<file path="src/rtl/mux_rr_pkg.sv">
// mux_rr_pkg: shared constants, channel id type and round-robin pick function
// for the 4-channel round-robin merge stage.
//   WIDTH_DEF : default data width
//   N_CH      : number of merged channels
//   ch_id_t   : channel index type
//   rr_pick   : first requesting channel after 'last', wrapping round to 'last'
package mux_rr_pkg;
   localparam int WIDTH_DEF = 8;
   localparam int N_CH = 4;
   typedef logic [1:0] ch_id_t;
   // Rotate the request vector so bit 0 is channel last+1, take the lowest set
   // bit, and rotate the index back. With no request the result is 'last'.
   function automatic ch_id_t rr_pick(input logic [N_CH-1:0] req, input ch_id_t last);
      ch_id_t base;
      ch_id_t k;
      logic [N_CH-1:0] rot;
      base = last + 2'd1;
      rot = 4'({req, req} >> base);
      k = rot[0] ? 2'd0 : rot[1] ? 2'd1 : rot[2] ? 2'd2 : 2'd3;
      return base + k;
   endfunction
endpackage

</file>
<file path="src/rtl/mux_rr_4x8_if.sv">
// mux_rr_4x8_if: bundle of the four source channels and the merged output.
//   in0..in3  : channel data (source -> merge)
//   in_valid  : per-channel offer (source -> merge)
//   in_ready  : per-channel accept (merge -> source)
//   out       : merged data (merge -> sink)
//   out_sel   : channel index of 'out' (merge -> sink)
//   out_valid : 'out' holds a byte (merge -> sink)
//   out_ready : sink accepts (sink -> merge)
// Modports: slave = merge block, master = surrounding sources and sink.
interface mux_rr_4x8_if
   import mux_rr_pkg::*;
   #(parameter int WIDTH = WIDTH_DEF);
   logic [WIDTH-1:0] in0;
   logic [WIDTH-1:0] in1;
   logic [WIDTH-1:0] in2;
   logic [WIDTH-1:0] in3;
   logic [N_CH-1:0]  in_valid;
   logic [N_CH-1:0]  in_ready;
   logic [WIDTH-1:0] out;
   ch_id_t           out_sel;
   logic             out_valid;
   logic             out_ready;
   modport slave (input in0, in1, in2, in3, in_valid, out_ready,
                  output in_ready, out, out_sel, out_valid);
   modport master (output in0, in1, in2, in3, in_valid, out_ready,
                   input in_ready, out, out_sel, out_valid);
endinterface

</file>
<file path="src/rtl/rr_arb4.sv">
// rr_arb4: combinational 4-way round-robin arbiter.
//   req    : request vector
//   last   : most recently granted channel (lowest priority this cycle)
//   en     : grant enable; with en low gnt is all zero
//   gnt    : one-hot grant, zero when no request or not enabled
//   gnt_id : index of the granted channel (meaningful only when gnt != 0)
module rr_arb4
   import mux_rr_pkg::*;
(
   input  logic [N_CH-1:0] req,
   input  ch_id_t          last,
   input  logic            en,
   output logic [N_CH-1:0] gnt,
   output ch_id_t          gnt_id
);
   assign gnt_id = rr_pick(req, last);
   assign gnt = (en && |req) ? (4'b0001 << gnt_id) : 4'b0000;
endmodule

</file>
<file path="src/rtl/mux_rr_4x8.sv">
// mux_rr_4x8: round-robin merge of four valid/ready byte channels into one
// registered output tagged with the source channel.
//   clk   : rising-edge clock
//   rst_n : asynchronous active-low reset
//   bus   : channel inputs, per-channel ready, registered out/out_sel/out_valid
module mux_rr_4x8
   import mux_rr_pkg::*;
   #(parameter int WIDTH = WIDTH_DEF)
(
   input logic          clk,
   input logic          rst_n,
   mux_rr_4x8_if.slave  bus
);
   logic            load_en;
   logic [N_CH-1:0] gnt;
   ch_id_t          gnt_id;
   ch_id_t          last;
   logic [WIDTH-1:0] sel_data;
   // Gated by rst_n so no source sees a ready while the block is held in reset.
   assign load_en = rst_n && (!bus.out_valid || bus.out_ready);
   rr_arb4 u_arb (
      .req    (bus.in_valid),
      .last   (last),
      .en     (load_en),
      .gnt    (gnt),
      .gnt_id (gnt_id)
   );
   assign bus.in_ready = gnt;
   always_comb
      sel_data = (gnt_id == 2'd0) ? bus.in0 :
                 (gnt_id == 2'd1) ? bus.in1 :
                 (gnt_id == 2'd2) ? bus.in2 : bus.in3;
   // A new accept takes priority over draining, so drain+accept keeps out_valid.
   always_ff @(posedge clk or negedge rst_n)
      if (!rst_n) begin
         bus.out       <= '0;
         bus.out_sel   <= 2'd0;
         bus.out_valid <= 1'b0;
         last          <= 2'd3;
      end else if (|gnt) begin
         bus.out       <= sel_data;
         bus.out_sel   <= gnt_id;
         bus.out_valid <= 1'b1;
         last          <= gnt_id;
      end else if (bus.out_ready)
         bus.out_valid <= 1'b0;
endmodule

</file>
<file path="src/flat_wrapper.sv">
// flat-port wrapper written by rule: the top's interface ports become plain ports
module mux_rr_4x8_flat import mux_rr_pkg::*;
#(parameter int WIDTH = WIDTH_DEF)
  (clk, rst_n, bus_in0, bus_in1, bus_in2, bus_in3, bus_in_valid, bus_out_ready, bus_in_ready, bus_out, bus_out_sel, bus_out_valid);
  mux_rr_4x8_if #(.WIDTH(WIDTH)) bus_i ();
  input logic clk;
  input logic rst_n;
  input wire logic [$bits(bus_i.in0)-1:0] bus_in0;
  input wire logic [$bits(bus_i.in1)-1:0] bus_in1;
  input wire logic [$bits(bus_i.in2)-1:0] bus_in2;
  input wire logic [$bits(bus_i.in3)-1:0] bus_in3;
  input wire logic [$bits(bus_i.in_valid)-1:0] bus_in_valid;
  input wire logic [$bits(bus_i.out_ready)-1:0] bus_out_ready;
  output wire logic [$bits(bus_i.in_ready)-1:0] bus_in_ready;
  output wire logic [$bits(bus_i.out)-1:0] bus_out;
  output wire logic [$bits(bus_i.out_sel)-1:0] bus_out_sel;
  output wire logic [$bits(bus_i.out_valid)-1:0] bus_out_valid;
  assign bus_i.in0 = bus_in0;
  assign bus_i.in1 = bus_in1;
  assign bus_i.in2 = bus_in2;
  assign bus_i.in3 = bus_in3;
  assign bus_i.in_valid = bus_in_valid;
  assign bus_i.out_ready = bus_out_ready;
  assign bus_in_ready = bus_i.in_ready;
  assign bus_out = bus_i.out;
  assign bus_out_sel = bus_i.out_sel;
  assign bus_out_valid = bus_i.out_valid;
  mux_rr_4x8 #(.WIDTH(WIDTH)) u_core (.clk(clk), .rst_n(rst_n), .bus(bus_i));
endmodule
</file>
<file path="config.mk">
export PLATFORM = sky130hd
export DESIGN_NAME = mux_rr_4x8_flat
export DESIGN_NICKNAME = d
export VERILOG_FILES = /design/src/rtl/mux_rr_pkg.sv /design/src/rtl/mux_rr_4x8_if.sv /design/src/rtl/rr_arb4.sv /design/src/rtl/mux_rr_4x8.sv /design/src/flat_wrapper.sv
export SDC_FILE = /design/constraint.sdc
export NUM_CORES = 1
export LEC_CHECK = 0
export ABC_AREA = 1
export CELL_PAD_IN_SITES_DETAIL_PLACEMENT = 1
export CELL_PAD_IN_SITES_GLOBAL_PLACEMENT = 2
export CORE_MARGIN = 4
export CORE_UTILIZATION = 22
export CTS_CLUSTER_SIZE = 25
export DETAILED_ROUTE_END_ITERATION = 10
export PLACE_DENSITY = 0.94
export SLEW_MARGIN = 20
export SYNTH_ARGS = -nofsm -noshare
export SYNTH_HDL_FRONTEND = slang
export SYNTH_SLANG_ARGS = --single-unit
</file>
<file path="constraint.sdc">
create_clock -name clk -period 8.4 [get_ports clk]
set_input_delay 2.1 -clock clk [delete_from_list [all_inputs] [get_ports clk]]
set_output_delay 2.1 -clock clk [all_outputs]
set_load 0.02 [all_outputs]
</file>
# == Word level (Yosys, flattened, before mapping) ==
# Index checks and enable logic that the tools add are counted.
# totals
in_bits,39
reg_bits,13
elab_cells,27
# op_classes
addsub,2
reduce_logical,8
shifts,2
muxes,9
eq_ne,2
# ops
cell,count
two-way mux 8 bit,3
OR reduction 4 bit,2
right shift 8 x 2 -> 3 bit,1
two-way mux 2 bit,2
two-way mux 4 bit,1
"left shift 1 x 2 -> 4 bit, first input constant",1
two-way mux 1 bit,3
"adder 2 x 1 -> 2 bit, second input constant",1
adder 2 bit,1
"== test 2 x 1 -> 1 bit, second input constant",1
"== test 2 bit, second input constant",1
logical AND 1 bit,2
logical NOT 2 bit,1
nonzero test 2 bit,1
logical NOT 1 bit,1
logical OR 1 bit,1

# == Longest topological paths before layout ==
# depth
ltp_word,10
ltp_mapped,17
depth_no_buf,17

# == Cells and area by module ==
# From an unflattened synthesis, not the netlist that was laid out.
# hier_totals
hier_cells,174
hier_area_um2,1077.3
# by_module_without_submodules
module,area_per_inst_um2,instances,seq_area_each_um2,cells_each
mux_rr_4x8,813.3,1,327.8,124
rr_arb4,264.0,1,0.0,50

# == Worst setup path before layout ==
# No wires, ideal clock.
# synth_path
path_kind,input port to output port
from,input port bus_in_valid[0]
to,output port bus_in_ready[3]
setup_slack_ps,2484
stages,10
t_arrival_ps,3816
t_required_ps,6300
cell_sequence,nand2_1 -> nand2_1 -> nor2_1 -> o21bai_1 -> nand2_1 -> o21ai_0 -> ha_1 -> clkinv_1 -> clkbuf_1 -> nor2_1
# synth_via
elab_chain_len,7
elab_cells_between_ends,9
cone_classes,add/sub: 1; shift: 2; mux: 4; reduce/logical: 2
# synth_rtl
item,line_no,text
"start, declared",flat_wrapper.sv:12,input wire logic [$bits(bus_i.in_valid)-1:0] bus_in_valid;
right shift 8 x 2 -> 3 bit (*),mux_rr_pkg.sv:18,"rot = 4'({req, req} >> base);"
two-way mux 1 bit,mux_rr_pkg.sv:19,k = rot[0] ? 2'd0 : rot[1] ? 2'd1 : rot[2] ? 2'd2 : 2'd3;
two-way mux 2 bit,mux_rr_pkg.sv:19,
two-way mux 2 bit (*),mux_rr_pkg.sv:19,
adder 2 bit (*),mux_rr_pkg.sv:20,return base + k;
via u_core.gnt_id[0],mux_rr_4x8.sv:16,ch_id_t gnt_id;
left shift 1 x 2 -> 4 bit (*),rr_arb4.sv:17,assign gnt = (en && |req) ? (4'b0001 << gnt_id) : 4'b0000;
two-way mux 4 bit (*),rr_arb4.sv:17,
"end, declared",flat_wrapper.sv:14,output wire logic [$bits(bus_i.in_ready)-1:0] bus_in_ready;
# Mark *: on every way through the listed nets, which the timed path passes. The rest lies on a longest branch.

# == Worst setup path in the final report ==
# layout_path
from,input port bus_in_valid[0]
to,output port bus_in_ready[2]
# The elaborated chain is that of the path after synthesis.

==> metrics <==
Worst Setup Start Kind primary input; Setup violations, final 0; number of vias per cell between 4 and 5; Critical-path top delay cell clkdlybuf4s50_1; Post-Route Setup TNS 0 ps; Port Buf Inserts 53; CP Capture Type output port; drt pass-1 iters 4; Fmax 0.140 GHz; max incr delay on CP 540 ps; worst clock skew between 1 and 1.5 ps; net count after synthesis 227; PwrDens roughly 460 mW/mm²; Clock Latency Late Sink 240 ps; met2 Track Usage GR 21.0%; Post-CTS Hold Fix Bufs 0; Final Cycle Share 84.9%; CTS clk-pin slew, worst paths 50 ps; leakage power about 0.96 nW; Yosys reg bits 13; diodes inserted 0; total number of vias 1,286; Area Overhead vs Synth 55.8%; Post-Route WL 3.79 mm; drt wl/cell 12.1 µm; CP Class primary input to output port; GR Overflow Total 0; GRT Max-Usage Layer met2; number of H-tree levels 1; maximum VDD drop 177 µV; first-pass GRT wire length 6.24 mm; crit-path cells clkdlybuf4s50_1, nand2_1, nand2_1, nor2_1, o21bai_1, nand2_1, o21ai_0, ha_1, clkinv_1, nand3_4, nor2_1, clkdlybuf4s50_1; Worst EP arrival 5040 ps; CP delay by family, top buffers and inverters; crit-path max FO 18; Final ANT Viol Nets 0; area of the multi-input gates between 600 and 700 µm²; PnR worst setup slack 1260 ps; Post-Synthesis Cell Area 0.00118 mm²; Longest Clk Path Bufs 2; hold slack 487 ps; RSZ-0062 raised after global routing false; 1st-iter DRT viols 52; status completed; CTS root buf clkbuf_8; met1 Use GR 15.1%; min Tclk post-route slightly above 7000 ps; Max-slew headroom 59.3%; max-cap violation count 0; share of layout cells above drive strength 1 approximately 7.9%; floorplan row count 26; CTS sink count 13; Post-Place Setup Slack 1260 ps; Nets between 200 and 300; Setup Buffers After CTS 0; CTS tree done; Fill cells 704; Die ar. 0.00660 mm²; number of flops mapped to enable cells by yosys 0; Max Slew Vio Count 0; leading area contributor after synthesis nand2_1; actual slew at the worst max-slew pin 609 ps; Die Ht 81.3 µm; DRC 0; Synth top area share 25.7%; cts repair resizes 0; Post-Layout Cell Count about 310; CTS buffer count 3; Cells after DPL 308; DP HPWL 3.16 mm; Worst EP required 6300 ps; largest cells by area after synthesis nand2_1 26%, dfrtp_1 23%, inv_1 12%; Post-Synthesis Cells 187; fraction of registers with async set/reset 100%; Post-synth top flop dfrtp_1; Core ar. 0.00514 mm²; I/O Pins 54; Routability Congestion 0.729; most frequent CP cell nand2_1; Fin. Hold Viols 0; largest net degree at the start of global routing 19; average instance area after synthesis 6.32 µm²; Yosys warnings 0; total track usage between 10% and 20%; Die W a little over 80 µm; vias in the first global route ~1,400; CP Buf/Inv Count 3; Yosys cell types 23; Hold Crit Class flip-flop to flip-flop; Register Area 328 µm²; Tot Pwr approximately 840 µW; met3 Use GR 1.88%; Initial Utilization roughly 23%; sequential-to-total area share from yosys stat 27.8%; antenna violations before repair 0
[metal layers]
metal  vias up  part of all wire (%)
li1        687                     -
met1       560                    46
met2        35                    47
met3         4                   6.2
met4         0                  0.90
met5         -                     0
[synthesized netlist by cell type, types with 2 or more instances]
cell,count
dfrtp_1,11
nand3_2,3
clkbuf_1,3
nand3_1,8
nand3_4,2
inv_1,37
dfstp_2,2
nand2_4,3
o211ai_1,8
nand4_1,8
nand2_1,81
nor2_1,7
o21ai_0,4
[worst paths after layout]
check | from | endpoint | slack, ps | cells past startpoint
max in group asynchronous | rst_n | u_core.bus.out[5] | 5760 | 1
min reg2reg | u_core.bus.out[5] | u_core.bus.out[5] | 490 | 2
min in group asynchronous | rst_n | u_core.bus.out_valid | 2240 | 1
max reg2reg | u_core.last[0] | u_core.bus.out[2] | 5380 | 14
min | u_core.bus.out[5] | u_core.bus.out[5] | 490 | 2
max | bus_in_valid[0] | bus_in_ready[2] | 1260 | 12
[layout by cell type, fill, tap and decap left out]
| cell type | netlist | final |
|---|---|---|
| dfrtp_1 | 11 | 11 |
| nor2_8 | 1 | 1 |
| nand3_4 | 2 | 2 |
| nand3_1 | 8 | 8 |
| nand2_1 | 81 | 81 |
| clkbuf_8 | 0 | 3 |
| o21ai_0 | 4 | 4 |
| inv_1 | 37 | 37 |
| inv_2 | 1 | 1 |
| o21ai_4 | 1 | 1 |
| clkbuf_1 | 3 | 1 |
| buf_4 | 0 | 1 |
| clkinv_1 | 1 | 1 |
| nor2_1 | 7 | 7 |
| ha_1 | 1 | 1 |
| dfstp_2 | 2 | 2 |
| nand2_4 | 3 | 3 |
| o211ai_1 | 8 | 8 |
| nor2_2 | 1 | 1 |
| nand2_8 | 1 | 1 |
| nand4_1 | 8 | 8 |
| nor3_1 | 1 | 1 |
| clkdlybuf4s50_1 | 0 | 53 |
| o41ai_1 | 1 | 1 |
| nand3_2 | 3 | 3 |
| o21bai_1 | 1 | 1 |
[report_power, final]
part / total, mW / switching [mW] / internal, mW
Combinational: 0.669 / 0.424 / 0.245
Clock: 0.0550 / 0.0215 / 0.0335
Sequential: 0.118 / 0.0213 / 0.0966
[layout make-up]
type,instances,area share (%)
Tap cell,70,4.76
Timing Repair Buffer,54,29.2
Multi-Input combinational cell,132,37.8
Inverter,39,7.95
Clock buffer,4,2.45
Sequential cell,13,17.8
[per-stage QoR]
stage | utilization, % | instance area, µm²
after floorplan | - | 1180
after global placement | 34.9 | 1800
after detailed placement | 34.9 | 1800
after CTS | 35.8 | 1840
after global routing | 35.8 | 1840
final | 35.8 | 1840
[worst register-to-register path: cells and delay by family, from the launching register on]
family,cells,cell delay [ps]
adder cells (fa/ha/maj),1,480
AO/OA/AOI/OAI,2,250
flip-flops,1,590
AND/OR/NAND/NOR,10,1070
buffers and inverters,1,510
[kinds of logic (layout without fill, tap and decap cells)]
group	after synthesis	after routing	share of synthesized area, %
AOI/OAI and AO/OA	15	15	9.53
and+or+nand+nor	116	116	48.3
adders and majority gates	1	1	1.06
DFF	13	13	27.8
buffers and inverters	42	97	13.3
[state kept, by name (all words and copies together), names as in the netlist]
register	cells
u_core.bus.out	8
u_core.bus.out_sel	2
u_core.bus.out_valid	1
u_core.last	2
Power figures use the tool's default switching activity.
